===== config.mk =====
export PLATFORM = sky130hd
export DESIGN_NAME = rs_age_ordered
export DESIGN_NICKNAME = d
export VERILOG_FILES = /design/src/rtl/rs_age_ordered_pkg.sv /design/src/rtl/rs_age_select.sv /design/src/rtl/rs_age_ordered.sv
export SDC_FILE = /design/constraint.sdc
export NUM_CORES = 2
export LEC_CHECK = 0
export ABC_CLOCK_PERIOD_IN_PS = 87000
export CAP_MARGIN = 40
export CORE_MARGIN = 3
export CORE_UTILIZATION = 45
export DETAILED_ROUTE_END_ITERATION = 10
export GPL_ROUTABILITY_DRIVEN = 1
export PLACE_DENSITY_LB_ADDON = 0.15
export SLEW_MARGIN = 10
export SYNTH_ARGS = -nofsm -noshare
export SYNTH_HDL_FRONTEND = slang
export SYNTH_SLANG_ARGS = --single-unit

===== constraint.sdc =====
create_clock -name clk_in -period 87 [get_ports clk_in]
set_input_delay 8.7 -clock clk_in [delete_from_list [all_inputs] [get_ports clk_in]]
set_output_delay 8.7 -clock clk_in [all_outputs]
set_load 0.005 [all_outputs]

===== src/rtl/rs_age_ordered_pkg.sv =====
// Shared widths, tag constant and the first-one finder used by the
// age-ordered reservation station.
package rs_age_ordered_pkg;

  localparam int RS_DEPTH     = 16;
  localparam int RS_ROB_W     = 4;
  localparam int RS_DATA_W    = 32;
  localparam int RS_OP_W      = 6;
  localparam int RS_CDB_PORTS = 2;

  typedef logic [RS_ROB_W-1:0]  tag_t;
  typedef logic [RS_OP_W-1:0]   op_t;
  typedef logic [RS_DATA_W-1:0] value_t;

  // A tag of zero means the operand is already present (no producer).
  localparam tag_t TAG_NONE = '0;

  // Index of the lowest set bit; 0 when no bit is set. Covers up to 32 entries.
  function automatic int first_one(input logic [31:0] vec);
    first_one = 0;
    for (int i = 31; i >= 0; i--) begin
      if (vec[i]) first_one = i;
    end
  endfunction

endpackage


===== src/rtl/rs_age_select.sv =====
// Oldest-ready picker: an entry wins when it is ready and no other ready
// entry is marked older than it in the age matrix.
module rs_age_select
  import rs_age_ordered_pkg::*;
#(
  parameter int DEPTH = RS_DEPTH,
  parameter int IDX_W = $clog2(DEPTH)
) (
  input  logic [DEPTH-1:0]       ready,
  input  logic [DEPTH*DEPTH-1:0] age,
  output logic [DEPTH-1:0]       grant,
  output logic [IDX_W-1:0]       index,
  output logic                   has_ready
);

  // age[i*DEPTH + j] set means entry i was dispatched before entry j.
  for (genvar gi = 0; gi < DEPTH; gi++) begin : g_grant
    logic [DEPTH-1:0] older_col;

    always_comb begin
      for (int j = 0; j < DEPTH; j++) begin
        older_col[j] = age[j*DEPTH + gi];
      end
    end

    assign grant[gi] = ready[gi] && !(|(ready & older_col));
  end

  always_comb begin
    index = '0;
    for (int i = 0; i < DEPTH; i++) begin
      if (grant[i]) index = index | IDX_W'(i);
    end
  end

  assign has_ready = |ready;

endmodule


===== src/rtl/rs_age_ordered.sv =====
// Reservation station that captures operands from several CDB ports and
// issues the oldest ready op through a registered valid/ready stage.
module rs_age_ordered
  import rs_age_ordered_pkg::*;
#(
  parameter int DEPTH     = RS_DEPTH,
  parameter int ROB_W     = RS_ROB_W,
  parameter int DATA_W    = RS_DATA_W,
  parameter int OP_W      = RS_OP_W,
  parameter int CDB_PORTS = RS_CDB_PORTS
) (
  input  logic                        clk_in,
  input  logic                        rst_in,
  input  logic                        rdy_in,
  input  logic                        flush_in,
  input  logic                        disp_valid,
  input  logic [OP_W-1:0]             disp_op,
  input  logic [DATA_W-1:0]           disp_vj,
  input  logic [DATA_W-1:0]           disp_vk,
  input  logic [ROB_W-1:0]            disp_qj,
  input  logic [ROB_W-1:0]            disp_qk,
  input  logic [ROB_W-1:0]            disp_dest,
  output logic                        full,
  output logic                        one_vacancy,
  input  logic [CDB_PORTS-1:0]        cdb_valid,
  input  logic [CDB_PORTS*ROB_W-1:0]  cdb_tag,
  input  logic [CDB_PORTS*DATA_W-1:0] cdb_value,
  output logic                        issue_valid,
  input  logic                        issue_ready,
  output logic [OP_W-1:0]             issue_op,
  output logic [DATA_W-1:0]           issue_vj,
  output logic [DATA_W-1:0]           issue_vk,
  output logic [ROB_W-1:0]            issue_dest
);

  localparam int IDX_W = $clog2(DEPTH);
  localparam logic [ROB_W-1:0] TAG_ZERO = ROB_W'(TAG_NONE);

  logic [DEPTH-1:0]  busy_reg, busy_next;
  logic [OP_W-1:0]   op_reg   [DEPTH];
  logic [OP_W-1:0]   op_next  [DEPTH];
  logic [DATA_W-1:0] vj_reg   [DEPTH];
  logic [DATA_W-1:0] vj_next  [DEPTH];
  logic [DATA_W-1:0] vk_reg   [DEPTH];
  logic [DATA_W-1:0] vk_next  [DEPTH];
  logic [ROB_W-1:0]  qj_reg   [DEPTH];
  logic [ROB_W-1:0]  qj_next  [DEPTH];
  logic [ROB_W-1:0]  qk_reg   [DEPTH];
  logic [ROB_W-1:0]  qk_next  [DEPTH];
  logic [ROB_W-1:0]  dest_reg [DEPTH];
  logic [ROB_W-1:0]  dest_next[DEPTH];
  logic [DEPTH-1:0]  older_reg [DEPTH];
  logic [DEPTH-1:0]  older_next[DEPTH];

  logic              issue_valid_reg;
  logic [OP_W-1:0]   issue_op_reg;
  logic [DATA_W-1:0] issue_vj_reg, issue_vk_reg;
  logic [ROB_W-1:0]  issue_dest_reg;

  logic [DEPTH-1:0]       ready;
  logic [DEPTH*DEPTH-1:0] age_flat;
  logic [DEPTH-1:0]       grant;
  logic [IDX_W-1:0]       sel_idx;
  logic                   has_ready;
  logic [31:0]            vacant_ext;
  logic [IDX_W-1:0]       alloc_idx;
  logic                   accept;
  logic                   load;

  assign full        = &busy_reg;
  assign one_vacancy = $onehot(~busy_reg);
  assign vacant_ext  = 32'(~busy_reg);
  assign alloc_idx   = IDX_W'(first_one(vacant_ext));
  assign accept      = disp_valid && !full;
  assign load        = (!issue_valid_reg || issue_ready) && has_ready;

  for (genvar gi = 0; gi < DEPTH; gi++) begin : g_entry
    assign ready[gi] = busy_reg[gi] && (qj_reg[gi] == TAG_ZERO) && (qk_reg[gi] == TAG_ZERO);
    assign age_flat[gi*DEPTH +: DEPTH] = older_reg[gi];
  end

  rs_age_select #(
    .DEPTH (DEPTH),
    .IDX_W (IDX_W)
  ) u_select (
    .ready     (ready),
    .age       (age_flat),
    .grant     (grant),
    .index     (sel_idx),
    .has_ready (has_ready)
  );

  always_comb begin
    busy_next = busy_reg;
    for (int i = 0; i < DEPTH; i++) begin
      op_next[i]    = op_reg[i];
      vj_next[i]    = vj_reg[i];
      vk_next[i]    = vk_reg[i];
      qj_next[i]    = qj_reg[i];
      qk_next[i]    = qk_reg[i];
      dest_next[i]  = dest_reg[i];
      older_next[i] = older_reg[i];
      // Ports scanned high to low so the lowest matching port is applied last.
      for (int p = CDB_PORTS - 1; p >= 0; p--) begin
        if (busy_reg[i] && cdb_valid[p] && qj_reg[i] != TAG_ZERO
            && cdb_tag[p*ROB_W +: ROB_W] == qj_reg[i]) begin
          vj_next[i] = cdb_value[p*DATA_W +: DATA_W];
          qj_next[i] = TAG_ZERO;
        end
        if (busy_reg[i] && cdb_valid[p] && qk_reg[i] != TAG_ZERO
            && cdb_tag[p*ROB_W +: ROB_W] == qk_reg[i]) begin
          vk_next[i] = cdb_value[p*DATA_W +: DATA_W];
          qk_next[i] = TAG_ZERO;
        end
      end
    end

    if (accept) begin
      busy_next[alloc_idx] = 1'b1;
      op_next[alloc_idx]   = disp_op;
      dest_next[alloc_idx] = disp_dest;
      vj_next[alloc_idx]   = disp_vj;
      vk_next[alloc_idx]   = disp_vk;
      qj_next[alloc_idx]   = disp_qj;
      qk_next[alloc_idx]   = disp_qk;
      for (int p = CDB_PORTS - 1; p >= 0; p--) begin
        if (cdb_valid[p] && disp_qj != TAG_ZERO && cdb_tag[p*ROB_W +: ROB_W] == disp_qj) begin
          vj_next[alloc_idx] = cdb_value[p*DATA_W +: DATA_W];
          qj_next[alloc_idx] = TAG_ZERO;
        end
        if (cdb_valid[p] && disp_qk != TAG_ZERO && cdb_tag[p*ROB_W +: ROB_W] == disp_qk) begin
          vk_next[alloc_idx] = cdb_value[p*DATA_W +: DATA_W];
          qk_next[alloc_idx] = TAG_ZERO;
        end
      end
      // New entry is younger than everything currently held.
      older_next[alloc_idx] = '0;
      for (int j = 0; j < DEPTH; j++) begin
        older_next[j][alloc_idx] = busy_reg[j];
      end
    end

    if (load) busy_next[sel_idx] = 1'b0;
  end

  always_ff @(posedge clk_in) begin
    if (rst_in) begin
      busy_reg        <= '0;
      issue_valid_reg <= 1'b0;
      issue_op_reg    <= '0;
      issue_vj_reg    <= '0;
      issue_vk_reg    <= '0;
      issue_dest_reg  <= '0;
      for (int i = 0; i < DEPTH; i++) older_reg[i] <= '0;
    end else if (rdy_in) begin
      if (flush_in) begin
        busy_reg        <= '0;
        issue_valid_reg <= 1'b0;
      end else begin
        busy_reg <= busy_next;
        for (int i = 0; i < DEPTH; i++) begin
          op_reg[i]    <= op_next[i];
          vj_reg[i]    <= vj_next[i];
          vk_reg[i]    <= vk_next[i];
          qj_reg[i]    <= qj_next[i];
          qk_reg[i]    <= qk_next[i];
          dest_reg[i]  <= dest_next[i];
          older_reg[i] <= older_next[i];
        end
        if (load) begin
          issue_valid_reg <= 1'b1;
          issue_op_reg    <= op_reg[sel_idx];
          issue_vj_reg    <= vj_reg[sel_idx];
          issue_vk_reg    <= vk_reg[sel_idx];
          issue_dest_reg  <= dest_reg[sel_idx];
        end else if (issue_ready) begin
          issue_valid_reg <= 1'b0;
        end
      end
    end
  end

  assign issue_valid = issue_valid_reg;
  assign issue_op    = issue_op_reg;
  assign issue_vj    = issue_vj_reg;
  assign issue_vk    = issue_vk_reg;
  assign issue_dest  = issue_dest_reg;

endmodule


==> summary.txt <==
Clocking
  • Clk sinks: 1643
  • CTS root buffer: clkbuf_16
  • CTS tree: yes
  • Setup bufs post-CTS: 0
  • Max Buffers Root-to-Sink: 3
  • Post-CTS Hold Buffers: 0
  • Total CTS buffers: 190
  • Skew-Pair Late Insertion Delay: approximately 0.86 ns
  • Post-CTS Resized: 0
  • CTS H-tree depth: 4
  • Clock-pin slew on the worst setup and hold paths: about 0.070 ns

Floorplanning
  • Total core area: about 230000 sq um
  • Rows: roughly 180
  • # IOs: 239
  • Die extent in x: slightly below 500 microns
  • Starting Density: 0.453
  • Die H: around 480 microns
  • Die ar.: around 240000 sq um

Detailed routing
  • Drt drc: 0
  • 1st-pass router iterations: 7
  • Vias per inst: around 6.9
  • Initial DRC Count: between 15000 and 20000
  • Routed len/inst: 33.0 microns
  • Total Routed Length: 448000 microns
  • Via count: around 93000
  • ANT nets after route: 0

Synth
  • Synth warn: 0
  • Post-Syn Instances: about 11000
  • Leading area contributor after synthesis: edfxtp_1
  • Largest cells by area after synthesis: edfxtp_1 (45%), mux2i_1 (15%), o211ai_1 (7.1%)
  • Sequential fraction of the synthesis area: 0.469
  • Top cell type's share of synthesized area: 0.452
  • EDFF count, synth: between 1500 and 2000
  • Ys async rst share: 0
  • Synth Register Bits: 1643
  • Average size of a mapped cell: between 9 and 10 sq um
  • Post-synth cell types: 71
  • Top_reg_cell synth: edfxtp_1
  • Cell area after synthesis: roughly 100000 sq um
  • Syn_nets: between 10000 and 15000

Setup path
  • Crit path max fanout: 24
  • Crit Path Category: register to primary output
  • Worst setup path start: busy_reg[11]
  • Worst r2r src: qj_reg[0][24]
  • Crit path DAT: 6.19 ns
  • Critical path launch point type: register
  • FF-to-FF path depth: 16
  • Critical Path Sink Type: primary output
  • Critical Path RT: between 70 and 80 ns

GRT
  • Vias in the first global route: between 80000 and 90000
  • GRT Overall Usage: 0.364
  • Antenna violations before repair: 9
  • Largest net degree at the start of global routing: between 150 and 200
  • GR Overflow Total: 0
  • First-pass GRT wire length: 629000 microns

Timing
  • Crit path time final: ~15 ns
  • Setup Skew: 0.0478 ns
  • Pins over their slew limit: 0
  • Rel. slew slack: 0.254
  • TNS Setup: 0 ns
  • Maximum clock rate: around 67 MHz
  • Setup WS post-layout: ~70 ns
  • Final setup violation count: 0
  • Hold Vio Cnt, Final: 0
  • Final period util: 0.171
  • Unrepaired setup endpoints after global routing: false
  • Slew at the pin closest to its max-slew limit: 1.12 ns

Hold path
  • Hold Path Stages: 2
  • Hold_sp: issue_vj[15]
  • Hold crit path type: register to register

Placement
  • Routability Congestion: roughly 0.95
  • Pre-CTS WS: between 70 and 80 ns
  • Dpl cell area: approximately 110000 sq um
  • Cells after DPL: about 13000
  • Dpl hpwl: about 270000 microns
  • Count of input and output buffers: about 240

Power and ir drop
  • IR drop worst, VDD: approximately 18 uV
  • Clock share of power: 0.442
  • Net Switching: approximately 0.47 mW
  • Flop pwr share: 0.484
  • Int Power: 1.39 mW
  • Leak: approximately 47 nW
  • Power Density: 16.0 nW/um^2
  • Switch share: 0.252
  • Combinational Power Share: 0.073

Final layout
  • Synthesis-to-layout area growth: 12.3%
  • Finished Layout Cells: between 10000 and 15000
  • Filler instances: about 21000
  • Nets: 10600
  • Final non-filler cell area: around 120000 sq um
  • Layout cells sized above 1: 0.0835

Outcome
  • Status: finished clean

Run
  • Max-capacitance violation count: 0
-- worst max-delay path, cell delays in order, from the launching register on --
cell and delay (ns):
dfxtp_1 0.31, buf_4 0.37, fa_1 0.48, fa_1 0.48, fa_1 0.54, fa_1 0.40, inv_1 0.06, ha_1 0.15
inv_1 0.06, fa_1 0.45, a2111oi_0 0.52, a21oi_1 0.10, nor4_1 0.73, clkdlybuf4s50_1 0.67
-- routing by layer --
metal  wire (microns)  GRT usage
met1           170000      0.493
met2           192000      0.544
met3            60400     0.0864
met4            26100      0.181
met5               23          0
-- through the flow --
step	hold slack (ns)	util	power, mW
final	0.514	0.509	1.86
after global routing	0.551	0.509	1.90
after CTS	0.514	0.508	1.85
after detailed placement	0.499	0.481	1.05
after global placement	0.503	0.471	1.04
after floorplan	0.466	-	1.02
-- cells in the final DEF, fill, tap and decap left out, types with 25 or more instances in the layout --
cell type        instances
nor4_1                  74
a22oi_1                 47
a21oi_1                383
o21ai_0               1192
mux2i_1               1497
clkinv_1                26
o211ai_1               982
and2_1                  38
buf_16                  42
a221oi_1                35
edfxtp_1              1552
nand2_1               1816
a32oi_1                 53
buf_2                   26
xor2_1                 172
o22a_1                  29
a311oi_1                50
inv_1                   25
xnor2_1                 88
buf_4                  377
clkbuf_16              192
o21bai_1                37
nand3_1                440
and3_1                  28
nor2_1                 299
dfxtp_1                 91
clkdlybuf4s50_1        213
nand4_1                111
a31oi_1                 33
buf_12                  42
clkbuf_1                63
nor3_1                  64
a2111oi_0               28
-- cells in the mapped netlist, drive strengths merged, types with 50 or more instances --
library cell,number
nand4,111
o21ai,1197
a311oi,50
a21oi,384
mux2i,1497
nor2,307
nand2,1838
xnor2,88
o211ai,982
nor4,83
dfxtp,91
edfxtp,1552
nor3,74
clkbuf,1093
buf,201
nand3,443
a32oi,53
xor2,172
-- layout make-up --
| class | instances | area (sq um) | share of cell area |
|---|---|---|---|
| Tap cell | 3009 | 3760 | 0.0325 |
| Inverter | 27 | 109 | 0.000940 |
| Antenna cell | 6 | 15.0 | 0.000130 |
| Sequential cell | 1643 | 48400 | 0.418 |
| Timing Repair Buffer | 713 | 7250 | 0.0626 |
| Multi-Input combinational cell | 7804 | 50100 | 0.432 |
| Clock inverter | 86 | 922 | 0.00796 |
| Clock buffer | 271 | 5260 | 0.0454 |
-- path summary, 6_finish.rpt --
kind	to	slack, ns
setup / recovery	one_vacancy	72.11
hold / removal	issue_vj[15]	0.51
setup reg to reg	issue_vk[20]	79.83
hold reg to reg	issue_vj[15]	0.51
-- power groups by stage --
stage | clock network [mW] | logic (mW) | registers (mW)
2_1_floorplan | 0 | 0.0801 | 0.940
3_3_place_gp | 0 | 0.125 | 0.915
3_5_place_dp | 0 | 0.132 | 0.916
4_1_cts | 0.822 | 0.132 | 0.899
5_1_grt | 0.853 | 0.145 | 0.901
6_report | 0.821 | 0.136 | 0.899
-- logic make-up after synthesis --
family,after synthesis,share of synthesized area
adders and majority gates,16,0.00267
muxes,1497,0.145
xor gates and xnor gates,260,0.0221
AOI/OAI and AO/OA,2994,0.183
and+or+nand+nor,3037,0.128
DFF,1643,0.469
buffers and inverters,1321,0.0493
Power figures use the tool's default switching activity.
